$ cat config.mk
export PLATFORM = sky130hd
export DESIGN_NAME = stream_width_downsizer_flat
export DESIGN_NICKNAME = d
export VERILOG_FILES = /design/src/rtl/stream_width_downsizer_if.sv /design/src/rtl/stream_width_downsizer.sv /design/src/flat_wrapper.sv
export SDC_FILE = /design/constraint.sdc
export NUM_CORES = 1
export LEC_CHECK = 0
export ABC_AREA = 1
export BUFFER_PORTS_ARGS = -buffer_cell sky130_fd_sc_hd__buf_2
export CAP_MARGIN = 10
export CORE_MARGIN = 10
export CORE_UTILIZATION = 35
export DETAILED_ROUTE_END_ITERATION = 7
export PLACE_DENSITY = 0.62
export RECOVER_POWER = 50
export SYNTH_ARGS = -nofsm -noshare
export SYNTH_HDL_FRONTEND = slang
export SYNTH_SLANG_ARGS = --single-unit
$ cat constraint.sdc
create_clock -name clk -period 3.17 [get_ports clk]
set_clock_uncertainty 0.2 [all_clocks]
set_input_delay 0.634 -clock clk [delete_from_list [all_inputs] [get_ports clk]]
set_output_delay 0.634 -clock clk [all_outputs]
set_load 0.01 [all_outputs]
$ cat src/rtl/stream_width_downsizer_if.sv
// Valid/ready bundle for the width downsizer: a wide word goes in, narrow beats come out.
// The master modport drives the word and consumes beats; the slave modport is the downsizer side.
interface stream_width_downsizer_if #(
  parameter int IN_WIDTH  = 32,
  parameter int OUT_WIDTH = 8
);
  logic                 in_valid;
  logic                 in_ready;
  logic [IN_WIDTH-1:0]  in_data;
  logic                 out_valid;
  logic                 out_ready;
  logic [OUT_WIDTH-1:0] out_data;
  logic                 out_last;

  modport master (
    output in_valid,
    output in_data,
    output out_ready,
    input  in_ready,
    input  out_valid,
    input  out_data,
    input  out_last
  );

  modport slave (
    input  in_valid,
    input  in_data,
    input  out_ready,
    output in_ready,
    output out_valid,
    output out_data,
    output out_last
  );
endinterface

$ cat src/rtl/stream_width_downsizer.sv
// Splits each IN_WIDTH word into IN_WIDTH/OUT_WIDTH beats at full throughput, flagging the last beat.
// Build option DWS_MSB_FIRST_EN: when defined, beats are emitted MSB slice first (default LSB first).
module stream_width_downsizer #(
  parameter int IN_WIDTH  = 32,
  parameter int OUT_WIDTH = 8
) (
  input  logic                    clk,
  input  logic                    rst_n,
  stream_width_downsizer_if.slave bus
);
  localparam int RATIO = IN_WIDTH / OUT_WIDTH;
  localparam int CNT_W = (RATIO > 1) ? $clog2(RATIO) : 1;
  localparam logic [CNT_W-1:0] LAST_CNT = CNT_W'(RATIO - 1);

  generate
    if ((IN_WIDTH % OUT_WIDTH) != 0 || RATIO < 2) begin : g_bad_params
      $error("stream_width_downsizer: IN_WIDTH must be a multiple of OUT_WIDTH with ratio >= 2");
    end
  endgenerate

  typedef enum logic {
    IDLE = 1'b0,
    SEND = 1'b1
  } state_t;

  state_t               state_q, state_d;
  logic [CNT_W-1:0]     beat_cnt_q, beat_cnt_d;
  logic [IN_WIDTH-1:0]  word_q, word_d;

  logic                 busy;
  logic                 last_beat;
  logic                 accept;
  logic [OUT_WIDTH-1:0] beat_slice [RATIO];

  genvar gi;
  generate
    for (gi = 0; gi < RATIO; gi++) begin : g_slice
`ifdef DWS_MSB_FIRST_EN
      assign beat_slice[gi] = word_q[IN_WIDTH-1-gi*OUT_WIDTH -: OUT_WIDTH];
`else
      assign beat_slice[gi] = word_q[gi*OUT_WIDTH +: OUT_WIDTH];
`endif
    end
  endgenerate

  assign busy          = (state_q == SEND);
  assign last_beat     = busy && (beat_cnt_q == LAST_CNT);
  // A new word may only land on the cycle the last beat leaves, which keeps the output bubble-free.
  assign bus.in_ready  = !busy || (bus.out_ready && last_beat);
  assign accept        = bus.in_valid && bus.in_ready;

  assign bus.out_valid = busy;
  assign bus.out_last  = last_beat;
  assign bus.out_data  = beat_slice[beat_cnt_q];

  always_comb begin
    state_d    = state_q;
    beat_cnt_d = beat_cnt_q;
    word_d     = word_q;
    if (accept) begin
      word_d     = bus.in_data;
      beat_cnt_d = '0;
      state_d    = SEND;
    end else if (busy && bus.out_ready) begin
      if (last_beat) begin
        // Word finished with nothing queued; word_q is kept as is.
        state_d    = IDLE;
        beat_cnt_d = '0;
      end else begin
        beat_cnt_d = beat_cnt_q + CNT_W'(1);
      end
    end
  end

  always_ff @(posedge clk or negedge rst_n) begin
    if (!rst_n) begin
      state_q    <= IDLE;
      beat_cnt_q <= '0;
      word_q     <= '0;
    end else begin
      state_q    <= state_d;
      beat_cnt_q <= beat_cnt_d;
      word_q     <= word_d;
    end
  end
endmodule
$ cat src/flat_wrapper.sv
// flat-port wrapper written by rule: the top's interface ports become plain ports
module stream_width_downsizer_flat 
#(
  parameter int IN_WIDTH  = 32,
  parameter int OUT_WIDTH = 8
)
  (clk, rst_n, bus_in_valid, bus_in_data, bus_out_ready, bus_in_ready, bus_out_valid, bus_out_data, bus_out_last);
  stream_width_downsizer_if #(.IN_WIDTH(IN_WIDTH), .OUT_WIDTH(OUT_WIDTH)) bus_i ();
  input  logic clk;
  input  logic rst_n;
  input wire logic [$bits(bus_i.in_valid)-1:0] bus_in_valid;
  input wire logic [$bits(bus_i.in_data)-1:0] bus_in_data;
  input wire logic [$bits(bus_i.out_ready)-1:0] bus_out_ready;
  output wire logic [$bits(bus_i.in_ready)-1:0] bus_in_ready;
  output wire logic [$bits(bus_i.out_valid)-1:0] bus_out_valid;
  output wire logic [$bits(bus_i.out_data)-1:0] bus_out_data;
  output wire logic [$bits(bus_i.out_last)-1:0] bus_out_last;
  assign bus_i.in_valid = bus_in_valid;
  assign bus_i.in_data = bus_in_data;
  assign bus_i.out_ready = bus_out_ready;
  assign bus_in_ready = bus_i.in_ready;
  assign bus_out_valid = bus_i.out_valid;
  assign bus_out_data = bus_i.out_data;
  assign bus_out_last = bus_i.out_last;
  stream_width_downsizer #(.IN_WIDTH(IN_WIDTH), .OUT_WIDTH(OUT_WIDTH)) u_core (.clk(clk), .rst_n(rst_n), .bus(bus_i));
endmodule
==> results of run 1 <==
cells in the mapped netlist, drive strengths merged:
cell type   n
o21ai       1
o211ai     16
nand4       1
ha          1
nand3      34
nand2      97
dfrtp      35
inv        21
buf        14
per-stage QoR:
stage,cell area (µm²),power [mW],setup WS [ps],hold slack (ps)
2_1_floorplan,1930,1.66,1340,138
3_3_place_gp,2130,1.87,939,257
3_5_place_dp,2130,1.90,895,272
4_1_cts,2230,2.26,578,257
5_1_grt,2210,2.41,466,298
6_report,2210,2.20,630,284
worst paths after layout:
| kind | start | depth (start not counted) | slack [ps] | end |
|---|---|---|---|---|
| max in group asynchronous | rst_n | 1 | 1040 | u_core.word_q[23] |
| setup reg to reg | u_core.beat_cnt_q[1] | 6 | 690 | u_core.word_q[19] |
| setup / recovery | u_core.beat_cnt_q[1] | 4 | 630 | bus_in_ready |
| hold reg to reg | u_core.word_q[25] | 2 | 280 | u_core.word_q[25] |
| hold / removal | u_core.word_q[25] | 2 | 280 | u_core.word_q[25] |
| min in group asynchronous | rst_n | 1 | 660 | u_core.word_q[10] |
layout by cell type, fill, tap and decap left out:
master / Yosys / final
buf_2: 7 / 44
buf_4: 3 / 1
clkbuf_1: 0 / 3
clkbuf_8: 0 / 7
dfrtp_1: 35 / 35
ha_1: 1 / 1
inv_1: 20 / 20
inv_2: 1 / 1
nand2_1: 37 / 38
nand2_2: 58 / 58
nand2_4: 1 / 1
nand3_1: 34 / 34
nand4_1: 1 / 1
o211ai_1: 16 / 16
o21ai_0: 1 / 1
critical path, cell delays in order, from the launching register on:
cell	delay [ps]
dfrtp_1	560
ha_1	260
nand2_1	90
nand2_4	290
buf_2	210
report_power, final:
group          switching [mW]  leakage (nW)  internal [mW]  total, mW
logic                   0.631         0.686          0.384       1.01
registers               0.174         0.433          0.661      0.835
clock network           0.155        0.0515          0.198      0.354
per-layer routing:
metal	GRT usage	part of all wire
met3	0.0368	0.046
met5	0	0
met1	0.136	0.47
met2	0.172	0.47
met4	0.0304	0.010
kinds of logic after synthesis:
family | share of synthesized area
buf+inv | 0.108
fa+ha+maj | 0.00648
flops | 0.454
simple gates | 0.367
compound gates | 0.0648
registers in the layout, summed over array words and instances (netlist names):
name	flops
u_core.bus.out_valid	1
u_core.beat_cnt_q	2
u_core.word_q	32
cell type report:
type                            instances  area share
Inverter                               21      0.0357
Multi-Input combinational cell        150       0.376
Clock buffer                            8      0.0453
Timing Repair Buffer                   47       0.107
Tap cell                               70      0.0397
Sequential cell                        35       0.397
==> results_dict.tcl, run 1 <==
set metrics [dict create \
    finalNonFillerCells 331 \
    grt_pass1_wl_um 7690 \
    area.sequential_um2 876 \
    netlist-cell-type-count 16 \
    antenna_found_initial 0 \
    diodes 0 \
    ys_ff_latch 35 \
    globalplace.congestion 0.763 \
    irDropWorstVdd_mv 0.385 \
    drtIter0Drc 55 \
    ios 47 \
    grt-ovfl-total 0 \
    violations "max-capacitance violations, max-slew violations" \
    cts_tree "yes" \
    antenna_left 0 \
    vias 1539 \
    wl_um 4590 \
    synth.avg_cell_area_um2 8.78 \
    dr.pass1.iters 4 \
    cts-root-buf "clkbuf_8" \
    drive_gt1_frac 0.429 \
    core_area_um2 5240 \
    nFillCells 551 \
    yosysWarnings 0 \
    clock.fmax_mhz 394 \
    ys_top_cells_by_area "dfrtp_1 45%, nand2_2 19%, nand3_1 8.8%" \
    clock-sinks 35 \
    grt_util_all_layers 0.109 \
    ctsResizeCount 0 \
    tightestPinTransition_ps 1870 \
    drv_slew 36 \
    cp-end-kind "output port" \
    dieWidth_um 94.3 \
    start_util 0.369 \
    setup_viol 0 \
    cts_buffers 5 \
    dieHeight_um 94.3 \
    postCtsSetupBuffers 0 \
    clock_latency_ps 290 \
    min_path_type "reg2reg" \
    synth_top_area_frac 0.454 \
    status "finished with violations" \
    final_util 0.422 \
    drc 0 \
    wl_per_cell_um 13.9 \
    hold_violations 0 \
    core.rowCount 26 \
    worstPathMaxFanout 35 \
    required_ps 2340 \
    cap_violations 1 \
    min_period_ps 2540 \
    path_class "reg2out" \
    clockBufferDepth 2 \
    fin_nets 297 \
    area_growth_syn_to_layout_pct 14.4 \
    rsz0062_at_grt "false" \
    grt_max_degree 36 \
    holdBufCountCts 0 \
    multi_input_area_um2 831 \
    ys_seq_area_frac 0.454 \
    fin_tns_setup_ps 0 \
    syn_nets 257 \
    syn-instance-count 220 \
    cellPowerDensity_nw_per_um2 998 \
    startpoint_type "flop" \
    yosys.area.top_type "dfrtp_1" \
    dp_hpwl_um 3340 \
    grt_pass1_vias 1581 \
    synthesis.area_um2 1930 \
    clk_pin_slew_ps 70 \
    place_inst 323 \
    cellLeakagePower_nw 1.17 \
    die-area_um2 8890 \
    finalCritPeriodShare 0.801 \
    portBuffers 46 \
    via_per_inst 4.65 \
    max-slew-margin-rel -0.250 \
    cts_max_level 2 \
    worst-endpoint-arrival_ps 1710 \
]
(Power assumes the default switching activity.)
==> inputs of run 2 (changes only) <==
PLACE_DENSITY = 0.64   (was 0.62)
clock period = 2.25 ns   (was 3.17 ns; I/O delays follow)
==> results_dict.tcl, run 2 (same netlist as run 1, synthesis figures left out) <==
set metrics [dict create \
    fin_nets 299 \
    reg2reg_from "u_core.beat_cnt_q[1]" \
    cap_violations 0 \
    die-area_um2 8890 \
    finalPower_mw 3.06 \
    dieHeight_um 94.3 \
    tightestPinTransition_ps 889 \
    grt_util_all_layers 0.109 \
    holdBufCountCts 0 \
    postCtsSetupBuffers 0 \
    startpoint "u_core.beat_cnt_q[1]" \
    fin_ws_ps 154 \
    nFillCells 552 \
    portBuffers 46 \
    largest_reg_flops 32 \
    area.sequential_um2 877 \
    globalplace.congestion 0.759 \
    cts-root-buf "clkbuf_8" \
    place_inst 325 \
    dr.pass1.iters 4 \
    rsz0062_at_grt "false" \
    core_area_um2 5240 \
    worst-endpoint-arrival_ps 1450 \
    cp-end-kind "output port" \
    post-place-ws_ps 321 \
    finalNonFillerCells 333 \
    drive_gt1_frac 0.445 \
    layout_common_cells "57 x nand2_2, 44 x buf_2, 38 x nand2_1" \
    clockBufferDepth 2 \
    cts_max_level 2 \
    drv_slew 0 \
    dp_hpwl_um 3430 \
    drc 0 \
    max-slew-margin-rel 0.408 \
    fin_tns_setup_ps 0 \
    final_common_cell "nand2_2" \
    core.rowCount 26 \
    cellLeakagePower_nw 1.18 \
    multi_input_area_um2 836 \
    clock_latency_ps 290 \
    grt-ovfl-total 0 \
    ios 47 \
    grt_pass1_wl_um 7730 \
    wl_per_cell_um 14.0 \
    path_class "reg2out" \
    cts_buffers 5 \
    regMostFlops "u_core.word_q" \
    area_growth_syn_to_layout_pct 14.8 \
    drtIter0Drc 65 \
    clock.fmax_mhz 477 \
    hold_slack_ps 78.1 \
    clk_pin_slew_ps 80 \
    min_path_type "in2async" \
    status "finished clean" \
    min_period_ps 2100 \
    setup_viol 0 \
    worstPathMaxFanout 13 \
    grt_max_degree 36 \
    cellPowerDensity_nw_per_um2 1380 \
    start_util 0.369 \
    cts_tree "yes" \
    vias 1527 \
    wl_um 4660 \
    grt_pass1_vias 1603 \
    finalCritPeriodShare 0.931 \
    diodes 0 \
    required_ps 1600 \
    dieWidth_um 94.3 \
    antenna_left 0 \
    clock-sinks 35 \
    via_per_inst 4.59 \
    hold_violations 0 \
    antenna_found_initial 0 \
    startpoint_type "flop" \
    irDropWorstVdd_mv 0.405 \
]
==> run 2: cell count changes in the layout (fill, tap and decap cells not counted) <==
cell	delta
buf_4	+2
clkbuf_1	-2
clkbuf_2	+1
clkbuf_8	-2
clkinv_2	+3
dfrtp_1	-1
dfrtp_2	+1
inv_2	-1
inv_4	+1
nand2_2	-1
nand2_4	+1
==> run 2: power breakdown <==
group	total, mW	switching (mW)	internal [mW]	leakage (nW)
clock	0.438	0.226	0.212	0.0477
sequential	1.17	0.242	0.933	0.432
combinational	1.45	0.893	0.557	0.705
==> run 2: cell type report <==
class / count / share of cell area
Clock buffer: 5 / 0.0310
Clock inverter: 3 / 0.00677
Inverter: 21 / 0.0367
Multi-Input combinational cell: 150 / 0.377
Sequential cell: 35 / 0.396
Tap cell: 70 / 0.0395
Timing Repair Buffer: 49 / 0.113
==> run 2: what timing repair did <==
action / 4_1_cts / 5_1_grt
setup endpoints to repair: 1 / 8
gates cloned: 0 / 0
resized for setup: 1 / 2
==> run 2: metrics by stage <==
stage / area, µm² / util
floorplan: 1930 / -
global placement: 2140 / 0.409
detailed placement: 2140 / 0.409
CTS: 2230 / 0.425
global route: 2220 / 0.423
finish: 2220 / 0.423
==> run 2: final timing paths <==
path | to | slack (ps) | cells past startpoint
worst min register to register | u_core.word_q[9] | 280 | 2
worst max register to register | u_core.beat_cnt_q[1] | 350 | 6
worst min-delay path | u_core.bus.out_valid | 80 | 1
worst max-delay path | bus_in_ready | 150 | 4
min in group clk | u_core.word_q[10] | 190 | 3
max in group asynchronous | u_core.beat_cnt_q[1] | 1170 | 1
==> run 2: layer usage <==
metal / GRT usage / up-vias / routed length [µm]
li1: - / 786 / -
met1: 0.132 / 707 / 2210
met2: 0.179 / 29 / 2210
met3: 0.0336 / 5 / 196
met4: 0.0304 / 0 / 51
met5: 0 / - / 0
==> run 2: critical path, cell delays in order, from the launching register on <==
cell and delay [ps]:
dfrtp_2 500, ha_1 240, nand2_1 110, nand2_4 130, buf_2 180
